### config.mk
export PLATFORM = sky130hd
export DESIGN_NAME = datamem_arbiter_flat
export DESIGN_NICKNAME = d
export VERILOG_FILES = /design/src/rtl/datamem_arbiter_if.sv /design/src/rtl/datamem_arbiter.sv /design/src/flat_wrapper.sv
export SDC_FILE = /design/constraint.sdc
export NUM_CORES = 1
export LEC_CHECK = 0
export CORE_ASPECT_RATIO = 1.5
export CORE_MARGIN = 2
export CORE_UTILIZATION = 43
export CTS_CLUSTER_SIZE = 20
export DETAILED_ROUTE_END_ITERATION = 10
export PLACE_DENSITY = 0.87
export SLEW_MARGIN = 0
export SYNTH_ARGS = -nofsm -noshare
export SYNTH_HDL_FRONTEND = slang
export SYNTH_SLANG_ARGS = --single-unit
export TNS_END_PERCENT = 20
### constraint.sdc
create_clock -name clk -period 5.2 [get_ports clk]
set_clock_uncertainty 0.2 [all_clocks]
set_input_delay 0.78 -clock clk [delete_from_list [all_inputs] [get_ports clk]]
set_output_delay 0.78 -clock clk [all_outputs]
set_load 0.05 [all_outputs]
### src/rtl/datamem_arbiter_if.sv
// Client request/response and data_memory command signals shared by the arbiter and its surroundings.
// The arbiter connects through the slave modport; whatever drives clients and memory uses master.
interface datamem_arbiter_if;
  logic        req0, req1;
  logic        we0, we1;
  logic [31:0] addr0, addr1;
  logic [31:0] wdata0, wdata1;
  logic        gnt0, gnt1;
  logic        rvalid0, rvalid1;
  logic [31:0] rdata0, rdata1;
  logic        mem_write, mem_read;
  logic [31:0] mem_address, mem_data_in;
  logic [31:0] mem_data_out;

  modport slave (
    input  req0, req1, we0, we1, addr0, addr1, wdata0, wdata1, mem_data_out,
    output gnt0, gnt1, rvalid0, rvalid1, rdata0, rdata1,
           mem_write, mem_read, mem_address, mem_data_in
  );

  modport master (
    output req0, req1, we0, we1, addr0, addr1, wdata0, wdata1, mem_data_out,
    input  gnt0, gnt1, rvalid0, rvalid1, rdata0, rdata1,
           mem_write, mem_read, mem_address, mem_data_in
  );
endinterface

### src/rtl/datamem_arbiter.sv
// Round-robin arbiter/sequencer letting two clients share the single-port data_memory.
// One command in flight; a read waits MEM_LAT cycles and returns data with an rvalid pulse.
module datamem_arbiter #(
  parameter int MEM_LAT = 1
) (
  input  logic             clk,
  input  logic             reset,
  datamem_arbiter_if.slave bus
);
  typedef enum logic [1:0] {S_IDLE, S_GRANT, S_WAIT, S_RESP} state_t;

  state_t      r_state, w_state_next;
  logic        r_last, w_last_next;
  logic        r_winner, w_winner_next;
  logic [1:0]  r_count, w_count_next;
  logic        r_gnt0, w_gnt0_next;
  logic        r_gnt1, w_gnt1_next;
  logic        r_rvalid0, w_rvalid0_next;
  logic        r_rvalid1, w_rvalid1_next;
  logic        r_mem_write, w_mem_write_next;
  logic        r_mem_read, w_mem_read_next;
  logic [31:0] r_mem_address, w_mem_address_next;
  logic [31:0] r_mem_data_in, w_mem_data_in_next;
  logic [31:0] r_rdata0, w_rdata0_next;
  logic [31:0] r_rdata1, w_rdata1_next;

  logic w_any_req;
  logic w_pick;
  logic w_pick_we;

  // On a tie the client not granted last wins; a lone requester always wins.
  assign w_any_req = bus.req0 | bus.req1;
  assign w_pick    = (bus.req0 & bus.req1) ? ~r_last : bus.req1;
  assign w_pick_we = w_pick ? bus.we1 : bus.we0;

  always_comb begin
    w_state_next       = r_state;
    w_last_next        = r_last;
    w_winner_next      = r_winner;
    w_count_next       = r_count;
    w_gnt0_next        = 1'b0;
    w_gnt1_next        = 1'b0;
    w_rvalid0_next     = 1'b0;
    w_rvalid1_next     = 1'b0;
    w_mem_write_next   = 1'b0;
    w_mem_read_next    = 1'b0;
    w_mem_address_next = r_mem_address;
    w_mem_data_in_next = r_mem_data_in;
    w_rdata0_next      = r_rdata0;
    w_rdata1_next      = r_rdata1;

    case (r_state)
      S_IDLE: begin
        // Outputs are registered, so the whole GRANT-cycle command is set up here.
        if (w_any_req) begin
          w_state_next       = S_GRANT;
          w_winner_next      = w_pick;
          w_last_next        = w_pick;
          w_gnt0_next        = ~w_pick;
          w_gnt1_next        = w_pick;
          w_mem_write_next   = w_pick_we;
          w_mem_read_next    = ~w_pick_we;
          w_mem_address_next = w_pick ? bus.addr1 : bus.addr0;
          w_mem_data_in_next = w_pick ? bus.wdata1 : bus.wdata0;
        end
      end
      S_GRANT: begin
        if (r_mem_write) begin
          w_state_next = S_IDLE;
        end else begin
          w_state_next = S_WAIT;
          w_count_next = 2'(MEM_LAT - 1);
        end
      end
      S_WAIT: begin
        if (r_count == 2'd0) begin
          w_state_next = S_RESP;
          if (r_winner) begin
            w_rdata1_next  = bus.mem_data_out;
            w_rvalid1_next = 1'b1;
          end else begin
            w_rdata0_next  = bus.mem_data_out;
            w_rvalid0_next = 1'b1;
          end
        end else begin
          w_count_next = r_count - 2'd1;
        end
      end
      S_RESP: begin
        w_state_next = S_IDLE;
      end
    endcase
  end

  always_ff @(posedge clk) begin
    if (reset) begin
      r_state       <= S_IDLE;
      r_last        <= 1'b1;
      r_winner      <= 1'b0;
      r_count       <= 2'd0;
      r_gnt0        <= 1'b0;
      r_gnt1        <= 1'b0;
      r_rvalid0     <= 1'b0;
      r_rvalid1     <= 1'b0;
      r_mem_write   <= 1'b0;
      r_mem_read    <= 1'b0;
      r_mem_address <= 32'd0;
      r_mem_data_in <= 32'd0;
      r_rdata0      <= 32'd0;
      r_rdata1      <= 32'd0;
    end else begin
      r_state       <= w_state_next;
      r_last        <= w_last_next;
      r_winner      <= w_winner_next;
      r_count       <= w_count_next;
      r_gnt0        <= w_gnt0_next;
      r_gnt1        <= w_gnt1_next;
      r_rvalid0     <= w_rvalid0_next;
      r_rvalid1     <= w_rvalid1_next;
      r_mem_write   <= w_mem_write_next;
      r_mem_read    <= w_mem_read_next;
      r_mem_address <= w_mem_address_next;
      r_mem_data_in <= w_mem_data_in_next;
      r_rdata0      <= w_rdata0_next;
      r_rdata1      <= w_rdata1_next;
    end
  end

  assign bus.gnt0        = r_gnt0;
  assign bus.gnt1        = r_gnt1;
  assign bus.rvalid0     = r_rvalid0;
  assign bus.rvalid1     = r_rvalid1;
  assign bus.rdata0      = r_rdata0;
  assign bus.rdata1      = r_rdata1;
  assign bus.mem_write   = r_mem_write;
  assign bus.mem_read    = r_mem_read;
  assign bus.mem_address = r_mem_address;
  assign bus.mem_data_in = r_mem_data_in;
endmodule

### src/flat_wrapper.sv
// flat-port wrapper written by rule: the top's interface ports become plain ports
module datamem_arbiter_flat 
#(
  parameter int MEM_LAT = 1
)
  (clk, reset, bus_req0, bus_req1, bus_we0, bus_we1, bus_addr0, bus_addr1, bus_wdata0, bus_wdata1, bus_mem_data_out, bus_gnt0, bus_gnt1, bus_rvalid0, bus_rvalid1, bus_rdata0, bus_rdata1, bus_mem_write, bus_mem_read, bus_mem_address, bus_mem_data_in);
  datamem_arbiter_if bus_i ();
  input  logic clk;
  input  logic reset;
  input wire logic [$bits(bus_i.req0)-1:0] bus_req0;
  input wire logic [$bits(bus_i.req1)-1:0] bus_req1;
  input wire logic [$bits(bus_i.we0)-1:0] bus_we0;
  input wire logic [$bits(bus_i.we1)-1:0] bus_we1;
  input wire logic [$bits(bus_i.addr0)-1:0] bus_addr0;
  input wire logic [$bits(bus_i.addr1)-1:0] bus_addr1;
  input wire logic [$bits(bus_i.wdata0)-1:0] bus_wdata0;
  input wire logic [$bits(bus_i.wdata1)-1:0] bus_wdata1;
  input wire logic [$bits(bus_i.mem_data_out)-1:0] bus_mem_data_out;
  output wire logic [$bits(bus_i.gnt0)-1:0] bus_gnt0;
  output wire logic [$bits(bus_i.gnt1)-1:0] bus_gnt1;
  output wire logic [$bits(bus_i.rvalid0)-1:0] bus_rvalid0;
  output wire logic [$bits(bus_i.rvalid1)-1:0] bus_rvalid1;
  output wire logic [$bits(bus_i.rdata0)-1:0] bus_rdata0;
  output wire logic [$bits(bus_i.rdata1)-1:0] bus_rdata1;
  output wire logic [$bits(bus_i.mem_write)-1:0] bus_mem_write;
  output wire logic [$bits(bus_i.mem_read)-1:0] bus_mem_read;
  output wire logic [$bits(bus_i.mem_address)-1:0] bus_mem_address;
  output wire logic [$bits(bus_i.mem_data_in)-1:0] bus_mem_data_in;
  assign bus_i.req0 = bus_req0;
  assign bus_i.req1 = bus_req1;
  assign bus_i.we0 = bus_we0;
  assign bus_i.we1 = bus_we1;
  assign bus_i.addr0 = bus_addr0;
  assign bus_i.addr1 = bus_addr1;
  assign bus_i.wdata0 = bus_wdata0;
  assign bus_i.wdata1 = bus_wdata1;
  assign bus_i.mem_data_out = bus_mem_data_out;
  assign bus_gnt0 = bus_i.gnt0;
  assign bus_gnt1 = bus_i.gnt1;
  assign bus_rvalid0 = bus_i.rvalid0;
  assign bus_rvalid1 = bus_i.rvalid1;
  assign bus_rdata0 = bus_i.rdata0;
  assign bus_rdata1 = bus_i.rdata1;
  assign bus_mem_write = bus_i.mem_write;
  assign bus_mem_read = bus_i.mem_read;
  assign bus_mem_address = bus_i.mem_address;
  assign bus_mem_data_in = bus_i.mem_data_in;
  datamem_arbiter #(.MEM_LAT(MEM_LAT)) u_core (.clk(clk), .reset(reset), .bus(bus_i));
endmodule
* Word-level counts from Yosys, hierarchy flattened
Index checks and enable logic that the tools add are counted.
** Word-level totals
- Register bits :: 140
- Input port bits :: 166
- Output and inout port bits :: 134
- Word-level logic and storage cells :: 55
** Cells by class
- $add $sub $neg :: 1
- Equality and inequality tests :: 7
- Muxes and demuxes :: 13
- Bitwise logic cells :: 10
- Reduce and logical (&&, ||, !) cells :: 10
** Operator list (count)
- 32-bit two-way mux :: 2
- 2-bit two-way mux :: 5
- 3-bit AND reduction :: 3
- 1-bit NOT :: 8
- 2-bit case mux with 4 select lines :: 1
- 3-bit OR reduction :: 2
- 2-bit == test (second input constant) :: 2
- 2-bit logical NOT :: 2
- 1-bit two-way mux :: 4
- 2-bit by 1-bit != test with 1-bit output (second input constant) :: 2
- 2-bit != test (second input constant) :: 2
- 2-bit case mux with 2 select lines :: 1
- 2-bit AND reduction :: 2
- 2-bit by 1-bit == test with 1-bit output (second input constant) :: 1
- 2-bit nonzero test :: 1
- 2-bit by 1-bit subtractor with 2-bit output (second input constant) :: 1
- 1-bit bitwise AND :: 1
- 1-bit bitwise OR :: 1

* Logic depth before layout (Yosys ltp)
Gate-level depths: netlist (run 1).
- Depth after elaboration :: 4
- Gate-level depth with buffers :: 7
- Gate-level depth less buffers :: 5

* Worst setup path before layout (run 1)
No wires, ideal clock.
- Path type :: in2reg
- Start point :: input reset
- End point :: register u_core.r_mem_data_in[23] (netlist: u_core.bus.mem_data_in[23])
- Library setup time :: 0.140 ns
- Data arrival time :: 1.592 ns
- Data required time :: 4.860 ns
- Path slack :: 3.268 ns
- Stages :: 4
- Buffers on the path :: 3
- Cell sequence :: buf_2 > clkbuf_1 > clkbuf_1 > a211oi_1
** RTL lines
- from (decl) :: RTL line flat_wrapper.sv:9 : input logic reset;
- to (signal assigned) :: RTL line datamem_arbiter.sv:123 : r_mem_data_in <= w_mem_data_in_next;
- to (decl) :: RTL line datamem_arbiter.sv:23 : logic [31:0] r_mem_data_in, w_mem_data_in_next;
No word-level cell between the ends.

* Worst setup path in the final report (run 1)
- Start point :: input bus_req0
- End point :: register u_core.r_mem_data_in[24] (netlist: u_core.bus.mem_data_in[24])
** On the way
- Longest elaborated chain between the ends :: 3
- Elaborated cells on any way between the ends :: 5
- Those cells by class :: mux (2); bitwise (2); reduce/logical (1)
** RTL lines
- from (decl) :: RTL line flat_wrapper.sv:10 : input wire logic [$bits(bus_i.req0)-1:0] bus_req0;
- 1-bit bitwise AND :: RTL line datamem_arbiter.sv:33 : assign w_pick = (bus.req0 & bus.req1) ? ~r_last : bus.req1;
- 1-bit two-way mux :: RTL line datamem_arbiter.sv:33
- 32-bit two-way mux :: RTL line datamem_arbiter.sv:64 : w_mem_data_in_next = w_pick ? bus.wdata1 : bus.wdata0;
Several ways; a longest one is shown, not always the timed one.
A chain may end at the register's enable or synchronous reset.

==> out/results.tsv, run 1 <==
stage	metric	value	unit
timing	tns	0	ps
clocking	hold_buffers	0	
route	via_count	6001	
finish	nNetsFinal	1136	
timing	clock.fmax	346.1	MHz
place	port_buffers	299	
min_path	hold_class	flop to flop	
clocking	clk_latency	410	ps
timing	min_period	2889	ps
place	pre_cts_slack	1895	ps
timing	finalSetupViolations	0	
synth	synth_nets	864	
route	routed_wl	19.31	mm
route	ant_nets	0	
clocking	clockRootBuffer	clkbuf_16	
grt	grt_pass1_wl	29.79	mm
finish	nFillCells	989	
route	wl_per_cell	16.97	µm
grt	antenna_found_initial	1	
place	hpwlAfterDp	13.47	mm
finish	layout_common_cells	clkdlybuf4s50_1, nand2_1, dfxtp_1	
clocking	htreeDepth	4	
synth	synth.distinct_cells	32	
clocking	post_cts_buffers	0	
clocking	path_clk_slew	60	ps
run_status	status	finished, final reports clean	
clocking	numCtsBuffers	17	
route	drc	0	
timing	drv_slew	0	
finish	stdcell_count	1138	
finish	drive_gt1_frac	0.08998	
clocking	cts_resized	0	
clocking	clockBufferDepth	2	
critical_path	ff2ff_setup_slack	2650	ps
synth	synthCells	693	
synth	ys_warn_count	0	
critical_path	critical_path_arrival	3010	ps
place	gp_congestion	0.8373	
grt	grt_pass1_vias	5777	
die	die_width	97.98	µm
critical_path	r2r_cells	6	
die	placementRows	51	
die	fp.dieH	145.0	µm
clocking	clock_sinks	140	
timing	tightest_slew	1061	ps
timing	hold_viol_final	0	
critical_path	crit_type	primary input to flop	
place	dp.cells	1105	
timing	fin_ws	2311	ps
die	coreArea	0.01295	mm²
synth	yosys_register_bits	140	
power_and_ir_drop	powerDensity	371.7	mW/mm²
synth	synth.avg_cell_area	8.220	µm²
finish	final_common_cell	clkdlybuf4s50_1	
timing	finalCritPeriodShare	0.5556	
power_and_ir_drop	p_leak	3.414	nW
finish	syn_to_final_growth	63.47	%
die	die_area	0.01420	mm²
grt	grt_overflow_total	0	
critical_path	path_max_fanout	50	
timing	relSlewSlack	0.2902	
critical_path	r2r-end	u_core.bus.mem_data_in[24]$_SDFFE_PP0P_	
job	maxCapViolCount	0	
critical_path	cp-startpoint	bus_req0	
route	via_per_inst	5.273	
critical_path	start_kind	primary input	
die	io_pins	300	
critical_path	endpoint	u_core.bus.mem_data_in[24]$_SDFFE_PP0P_	
grt	grt_max_degree	80	
synth	synth_area	0.005697	mm²
timing	rsz0062_at_grt	false	
critical_path	r2r_start	u_core.r_state[0]$_SDFFE_PP0P_	
critical_path	worstSetupEndpointType	flop	
route	dr.pass1.iters	4	
critical_path	worst_ep_required_time	5320	ps
synth	yosysSeqAreaShare	0.4920	
clocking	cts_tree	done	
die	initial_utilization	0.4398	
power_and_ir_drop	irDropWorstVdd	0.2819	mV
grt	grtUsageTotal	0.2599	
route	drt_iter0_markers	225	
## power breakdown
group | total, W | leakage [nW] | switching (W) | internal (W)
clock | 0.00126 | 0.284 | 0.000483 | 0.000773
combinational | 0.000992 | 1.98 | 0.000615 | 0.000377
sequential | 0.00121 | 1.15 | 0.0000488 | 0.00116
## layer usage
layer | up-vias | track usage | routed length [µm]
met4 | 0 | 0.1382 | 977
met5 | - | 0 | 0
met2 | 278 | 0.4366 | 9560
met3 | 57 | 0.09538 | 1643
li1 | 2881 | - | -
met1 | 2785 | 0.2816 | 7127
## critical path, cell delays in order
cell and delay [ps]:
clkdlybuf4s50_1 670, a21bo_2 860, buf_4 360, nand2_1 80, a211oi_1 220
## kinds of logic after synthesis
kind of cell               count (synthesis)  share of synthesized area
muxes                                      1                   0.001757
buffers and inverters                     62                    0.05337
and+or+nand+nor                          278                     0.1898
DFF                                      140                     0.4920
adders and majority gates                  5                    0.01098
AOI/OAI and AO/OA                        207                     0.2521
## flip-flops by register name, indices dropped and copies added, names as in the netlist, named ones only
name,count
u_core.bus.gnt1,1
u_core.bus.mem_address,32
u_core.r_last,1
u_core.r_count,2
u_core.bus.mem_read,1
u_core.bus.rvalid0,1
u_core.r_winner,1
u_core.bus.rvalid1,1
u_core.bus.mem_write,1
u_core.bus.gnt0,1
u_core.bus.mem_data_in,32
u_core.r_state,1
u_core.bus.rdata1,32
u_core.bus.rdata0,32
## metrics by stage
stage	hold slack, ps	total power, W	area (µm²)	utilization
5_1_grt	265.5	0.003590	9313	0.7189
2_1_floorplan	250.6	0.001852	5697	-
6_report	250.2	0.003462	9313	0.7189
4_1_cts	253.5	0.003485	9310	0.7187
3_5_place_dp	245.9	0.002226	8703	0.6719
3_3_place_gp	240.3	0.002209	8703	0.6719
## worst min-delay path by stage
stage	startpoint	end	slack, ps	cells after the start
global route	u_core.bus.rdata0[5]$_SDFFE_PP0P_	u_core.bus.rdata0[5]$_SDFFE_PP0P_	270	2
finish	u_core.bus.rdata1[23]$_SDFFE_PP0P_	u_core.bus.rdata1[23]$_SDFFE_PP0P_	250	2
global placement	u_core.bus.rdata1[21]$_SDFFE_PP0P_	u_core.bus.rdata1[21]$_SDFFE_PP0P_	240	2
floorplan	u_core.r_count[1]$_SDFFE_PP0P_	u_core.r_count[1]$_SDFFE_PP0P_	250	2
detailed placement	u_core.bus.rdata0[5]$_SDFFE_PP0P_	u_core.bus.rdata0[5]$_SDFFE_PP0P_	250	2
CTS	u_core.bus.rdata1[23]$_SDFFE_PP0P_	u_core.bus.rdata1[23]$_SDFFE_PP0P_	250	2
## cell usage after synthesis (all sizes together)
cell,number,share of area
o31ai,2,0.0026
nor3,2,0.0018
nand3b,1,0.0013
nand2,194,0.13
o21ai,1,0.0015
mux2i,1,0.0018
a41o,1,0.0018
nor2b,1,0.0011
a21boi,3,0.0046
buf,31,0.033
or2,1,0.0011
inv,4,0.0026
o21a,1,0.0013
a311oi,1,0.0015
clkbuf,27,0.018
a21bo,1,0.0018
a31oi,1,0.0011
nand2b,1,0.0011
or3b,1,0.0015
dfxtp,140,0.49
and3b,1,0.0015
a211oi,65,0.12
nand3,3,0.0026
a21oi,131,0.12
nor2,70,0.046
ha,5,0.011
and3,1,0.0011
nor3b,2,0.0026
## layout make-up
class	count	area, µm²	share of cell area
inverter	4	15.01	0.001612
timing repair buffer	311	3080	0.3308
antenna	1	2.502	0.0002687
clock inverter	12	160.2	0.01720
multi-input combinational	491	2606	0.2799
sequential	140	2803	0.3010
clock buffer	20	446.7	0.04796
tap	159	198.9	0.02136
No activity file was read; power rests on OpenSTA's default activity.
==> run 2, diff against run 1 <==
--- a/config.mk
+++ b/config.mk
@@ -7,10 +7,10 @@
 export LEC_CHECK = 0
 export CORE_ASPECT_RATIO = 1.5
 export CORE_MARGIN = 2
-export CORE_UTILIZATION = 43
+export CORE_UTILIZATION = 36
 export CTS_CLUSTER_SIZE = 20
 export DETAILED_ROUTE_END_ITERATION = 10
-export PLACE_DENSITY = 0.87
+export PLACE_DENSITY = 0.77
 export SLEW_MARGIN = 0
 export SYNTH_ARGS = -nofsm -noshare
 export SYNTH_HDL_FRONTEND = slang
==> constraint.sdc (replaced) <==
create_clock -name clk -period 2.3 [get_ports clk]
set_clock_uncertainty 0.2 [all_clocks]
set_input_delay 0.345 -clock clk [delete_from_list [all_inputs] [get_ports clk]]
set_output_delay 0.345 -clock clk [all_outputs]
set_load 0.05 [all_outputs]
==> out/results.tsv, run 2 (synthesized netlist as in run 1, its figures left out) <==
stage	metric	value	unit	change
grt	grtUsageMet2	0.3970		was 0.4366
finish	drive_gt1_frac	0.09470		was 0.08998
clocking	post_cts_buffers	0		unchanged
timing	finalSetupViolations	0		unchanged
finish	layout_common_cells	clkdlybuf4s50_1, nand2_1, dfxtp_1		unchanged
grt	grtUsageTotal	0.2231		was 0.2599
die	io_pins	300		unchanged
finish	antenna_cells	0		was 1
grt	grt_max_degree	64		was 80
clocking	clockBufferDepth	2		unchanged
run_status	status	finished, final reports clean		unchanged
finish	nFillCells	1363		was 989
clocking	cts_tree	done		unchanged
die	coreArea	0.01555	mm²	was 0.01295 mm²
power_and_ir_drop	power	0.007711	W	was 0.003462 W
grt	antenna_found_initial	0		was 1
timing	hold_viol_final	0		unchanged
clocking	cts_resized	0		unchanged
finish	syn_to_final_growth	66.77	%	was 63.47%
clocking	path_clk_slew	60	ps	about the same
route	drc	0		unchanged
critical_path	worst_ep_required_time	1750	ps	was 5320 ps
timing	min_period	2145	ps	
timing	rsz0062_at_grt	false		unchanged
route	via_per_inst	4.982		was 5.273
grt	grt_pass1_vias	5796		was 5,777
critical_path	max_stage_delay	840	ps	was 860 ps
min_path	min_to	u_core.bus.gnt1$_SDFF_PP0_		was u_core.bus.rdata1[23]$_SDFFE_PP0P_
die	fp.dieH	158.1	µm	was 145.0 µm
job	maxCapViolCount	0		unchanged
critical_path	path_max_fanout	2		was 50
clocking	htreeDepth	4		unchanged
critical_path	crit_chain	clkdlybuf4s50_1		was clkdlybuf4s50_1 > a21bo_2 > buf_4 > nand2_1 > a211oi_1
power_and_ir_drop	p_leak	3.461	nW	was 3.414 nW
timing	clock.fmax	466.3	MHz	
route	ant_nets	0		unchanged
min_path	hp-start	reset		was u_core.bus.rdata1[23]$_SDFFE_PP0P_
clocking	clk_latency	400	ps	was 410 ps
route	routed_wl	19.25	mm	was 19.31 mm
route	drt_iter0_markers	323		was 225
grt	grt_util_met1	0.2343		was 0.2816
min_path	min_path_cells	2		unchanged
timing	tns	0	ps	unchanged
timing	finalCritPeriodShare	0.9325		
critical_path	r2r_start	u_core.r_state[0]$_SDFFE_PP0P_		unchanged
timing	tightest_slew	594.0	ps	was 1061 ps
clocking	clock_sinks	140		unchanged
timing	drv_slew	0		unchanged
place	hpwlAfterDp	13.54	mm	was 13.47 mm
clocking	clockRootBuffer	clkbuf_16		unchanged
place	gp_congestion	0.8225		was 0.8373
clocking	numCtsBuffers	17		unchanged
critical_path	worstSetupEndpointType	output pin		was flop
power_and_ir_drop	irDropWorstVdd	0.4521	mV	was 0.2819 mV
place	port_buffers	299		unchanged
min_path	hold_class	primary input to flop		was flop to flop
critical_path	critical_path_arrival	1600	ps	was 3010 ps
timing	holdWs	143.7	ps	was 250.2 ps
finish	final_common_cell	clkdlybuf4s50_1		unchanged
die	die_area	0.01687	mm²	was 0.01420 mm²
finish	nNetsFinal	1140		was 1,136
grt	grt_pass1_wl	29.79	mm	about the same
critical_path	r2r_cells	5		was 6
critical_path	slowest_stage	clkdlybuf4s50_1		was a21bo_2
die	placementRows	56		was 51
grt	grt.met3_usage	0.07740		was 0.09538
route	wl_per_cell	16.24	µm	was 16.97 µm
critical_path	critPathBufInv	1		was 2
die	initial_utilization	0.3662		was 0.4398
critical_path	cpLargestDelayFamily	buffers and inverters		was compound AO/OA/AOI/OAI gates
timing	relSlewSlack	0.6028		was 0.2902
critical_path	ff2ff_setup_slack	330	ps	was 2650 ps
power_and_ir_drop	powerDensity	811.6	mW/mm²	was 371.7 mW/mm²
route	via_count	5904		was 6,001
die	die_width	106.7	µm	was 97.98 µm
clocking	hold_buffers	0		unchanged
critical_path	crit_type	flop to output pin		was primary input to flop
critical_path	start_kind	flop		was primary input
grt	grt_overflow_total	0		unchanged
route	dr.pass1.iters	4		unchanged
grt	grt-busiest-layer	met2		unchanged
## run 2: cell types whose count changed in the layout (fill, tap and decap cells not counted)
cell and delta:
buf_12 +11, buf_4 -7, bufinv_16 -2, clkbuf_1 -1
clkinv_2 -1, clkinv_4 +2, clkinvlp_4 +1, diode_2 -1
inv_8 +1
## run 2: final cells by class
cell class                 instances  area (µm²)  share of cell area
timing repair buffer             315        3248              0.3419
sequential                       140        2803              0.2950
multi-input combinational        491        2606              0.2743
clock buffer                      19       442.9             0.04662
tap                              203       254.0             0.02674
clock inverter                    13       131.4             0.01383
inverter                           4       15.01            0.001580
## run 2: power breakdown
part | switching [W] | total, W | internal, W
registers | 0.000108 | 0.00274 | 0.00263
logic | 0.00140 | 0.00230 | 0.000900
clock network | 0.00113 | 0.00267 | 0.00154
total | 0.00264 | 0.00771 | 0.00507
## run 2: worst max-delay path by stage
| stage | from | endpoint | depth (start not counted) |
|---|---|---|---|
| floorplan | u_core.r_state[0]$_SDFFE_PP0P_ | flop | 5 |
| global placement | bus_req0 | u_core.bus.mem_address[9]$_SDFFE_PP0P_ | 5 |
| detailed placement | bus_req0 | u_core.bus.mem_address[11]$_SDFFE_PP0P_ | 5 |
| CTS | u_core.bus.mem_data_in[22]$_SDFFE_PP0P_ | bus_mem_data_in[22] | 1 |
| global route | u_core.bus.mem_data_in[22]$_SDFFE_PP0P_ | bus_mem_data_in[22] | 1 |
| finish | u_core.bus.mem_data_in[22]$_SDFFE_PP0P_ | bus_mem_data_in[22] | 1 |
## run 2: layer usage
metal  share of wire  wire, µm  vias up
met5               0         0        -
met4           0.036       687        0
met2            0.50      9649      244
li1                -         -     2881
met3           0.087      1669       42
met1            0.38      7239     2737
## run 2: through the flow
step | util | cells | worst slack, ps | cell area, µm²
6_report | 0.6108 | 1185 | 155.3 | 9500
5_1_grt | 0.6108 | 1185 | 84.32 | 9500
4_1_cts | 0.6108 | 1185 | 127.6 | 9500
3_5_place_dp | 0.5738 | 1153 | 141.1 | 8926
3_3_place_gp | 0.5738 | 1153 | 229.0 | 8926
2_1_floorplan | - | 693 | 605.7 | 5697
==> run 3, diff against run 2 <==
==> constraint.sdc (replaced) <==
create_clock -name clk -period 1.85 [get_ports clk]
set_clock_uncertainty 0.2 [all_clocks]
set_input_delay 0.2775 -clock clk [delete_from_list [all_inputs] [get_ports clk]]
set_output_delay 0.2775 -clock clk [all_outputs]
set_load 0.05 [all_outputs]
==> out/results.tsv, run 3 (synthesized netlist as in run 1, its figures left out) <==
stage	metric	value	unit	change
critical_path	path_max_fanout	22		was 2
grt	grtUsageMet2	0.3995		was 0.3970
route	drc	0		unchanged
timing	finalCritPeriodShare	0.9550		
critical_path	crit_type	flop to flop		was flop to output pin
critical_path	slowest_stage	dfxtp_1		was clkdlybuf4s50_1
critical_path	ff2ff_setup_slack	80	ps	was 330 ps
clocking	cts_tree	done		unchanged
critical_path	cpLargestDelayFamily	compound AO/OA/AOI/OAI gates		was buffers and inverters
clocking	htreeDepth	4		unchanged
die	placementRows	56		unchanged
die	io_pins	300		unchanged
power_and_ir_drop	pwr-share-comb	0.284		was 0.298
grt	grt.met3_usage	0.06958		was 0.07740
route	via_count	5989		was 5,904
job	maxCapViolCount	0		unchanged
die	die_area	0.01687	mm²	unchanged
finish	final_common_cell	nand2_1		was clkdlybuf4s50_1
power_and_ir_drop	switching_share	0.3198		was 0.3419
route	dr.pass1.iters	4		unchanged
timing	finalSetupViolations	0		unchanged
critical_path	worst_ep_required_time	1970	ps	was 1750 ps
timing	clock.fmax	566.0	MHz	
place	gp_congestion	0.8217		was 0.8225
clocking	clock_sinks	140		unchanged
grt	grt_max_degree	45		was 64
power_and_ir_drop	powerDensity	1078	mW/mm²	was 811.6 mW/mm²
critical_path	cp.depth	7		was 1
place	port_buffers	299		unchanged
critical_path	max_stage_delay	340	ps	was 840 ps
grt	grt_pass1_wl	29.91	mm	was 29.79 mm
timing	hold_viol_final	0		unchanged
place	hpwlAfterDp	13.74	mm	was 13.54 mm
grt	antenna_found_initial	0		unchanged
timing	tightest_slew	400.1	ps	was 594.0 ps
finish	fin_util	0.6087		was 0.6108
clocking	numCtsBuffers	17		unchanged
clocking	clk_latency	410	ps	was 400 ps
clocking	clockRootBuffer	clkbuf_16		unchanged
grt	grtUsageTotal	0.2242		was 0.2231
die	die_width	106.7	µm	unchanged
timing	drv_slew	0		unchanged
power_and_ir_drop	irDropWorstVdd	0.6022	mV	was 0.4521 mV
critical_path	worstSetupEndpointType	flop		was output pin
finish	final_area	0.009468	mm²	was 0.009500 mm²
power_and_ir_drop	p_clk_frac	0.381		was 0.346
route	ant_nets	0		unchanged
power_and_ir_drop	p_sw	0.003266	W	was 0.002637 W
die	coreArea	0.01555	mm²	unchanged
critical_path	r2r_cells	7		was 5
route	wl_per_cell	16.37	µm	was 16.24 µm
clocking	post_cts_buffers	0		unchanged
power_and_ir_drop	seq_power_share	0.335		was 0.355
timing	rsz0062_at_grt	true		was false
finish	antenna_cells	0		unchanged
clocking	path_clk_slew	60	ps	about the same
finish	syn_to_final_growth	66.20	%	was 66.77%
place	place_area	0.008751	mm²	was 0.008926 mm²
timing	min_period	1767	ps	
grt	grt_pass1_vias	5766		was 5,796
clocking	clockBufferDepth	2		unchanged
power_and_ir_drop	intPower	0.006945	W	was 0.005074 W
critical_path	start_kind	flop		unchanged
min_path	hold_class	primary input to flop		unchanged
route	drt_iter0_markers	277		was 323
power_and_ir_drop	power	0.01021	W	was 0.007711 W
grt	grt-busiest-layer	met2		unchanged
route	via_per_inst	4.995		was 4.982
critical_path	critical_path_arrival	1890	ps	was 1600 ps
finish	drive_gt1_frac	0.2450		was 0.09470
finish	layout_common_cells	nand2_1, clkdlybuf4s50_1, buf_4		was clkdlybuf4s50_1, nand2_1, dfxtp_1
die	initial_utilization	0.3662		unchanged
timing	relSlewSlack	0.7333		was 0.6028
timing	holdWs	109.2	ps	was 143.7 ps
power_and_ir_drop	p_leak	3.868	nW	was 3.461 nW
grt	grt_util_met1	0.2483		was 0.2343
grt	grt_overflow_total	0		unchanged
timing	tns	0	ps	unchanged
die	fp.dieH	158.1	µm	unchanged
min_path	min_path_cells	2		unchanged
route	routed_wl	19.63	mm	was 19.25 mm
run_status	status	finished, final reports clean		unchanged
critical_path	critPathBufInv	3		was 1
critical_path	crit_chain	inv_1 > ha_2 > buf_4 > o21ai_4 > buf_12 > a21oi_1 > a211oi_2		was clkdlybuf4s50_1
finish	nNetsFinal	1154		was 1,140
[run 3: cell types whose count changed in the layout (fill, tap and decap cells not counted), moves of 3 or more]
cell and change:
a211oi_2 +3, clkinvlp_4 -5, buf_4 +141, buf_12 +5, bufinv_16 +5, a211oi_1 -3
clkdlybuf4s50_1 -134
[run 3: path summary, 6_finish.rpt]
path                                                          from                                endpoint
worst max-delay path                                          flop  u_core.bus.mem_address[9]$_SDFFE_PP0P_
worst min-delay path                                         reset            u_core.r_winner$_SDFFE_PP0P_
worst max register to register                                flop  u_core.bus.mem_address[9]$_SDFFE_PP0P_
worst min register to register  u_core.bus.rdata1[24]$_SDFFE_PP0P_      u_core.bus.rdata1[24]$_SDFFE_PP0P_
[run 3: layout make-up]
cell class	count	area [µm²]
Inverter	4	15.01
Multi-Input combinational cell	491	2624
Tap cell	203	254.0
Sequential cell	140	2803
Clock inverter	13	237.7
Fill cell	1382	6087
Clock buffer	19	432.9
Timing Repair Buffer	329	3102
[run 3: power groups by stage]
stage               logic [W]  registers, W  clock network, W
CTS                   0.00286       0.00342           0.00397
detailed placement    0.00285       0.00348                 0
finish                0.00290       0.00342           0.00389
global placement      0.00284       0.00347                 0
global route          0.00308       0.00344           0.00410
floorplan            0.000891       0.00431                 0
[run 3: what timing repair did]
action,in CTS,in global routing
endpoints found under the setup margin,0,15
hold buffers,0,0
hold endpoints to repair,0,0
gates resized for setup,0,6
[run 3: metrics by stage]
| step | setup WS, ps | std cells |
|---|---|---|
| final | 83.23 | 1199 |
| after global placement | -177.6 | 1166 |
| after floorplan | 155.7 | 693 |
| after global routing | -2.305 | 1199 |
| after CTS | 70.11 | 1198 |
| after detailed placement | -191.7 | 1166 |
[run 3: metal layers]
layer,up-vias,routed length (µm)
met5,-,0
met4,0,496
met3,29,1513
met2,232,9990
met1,2811,7627
li1,2917,-
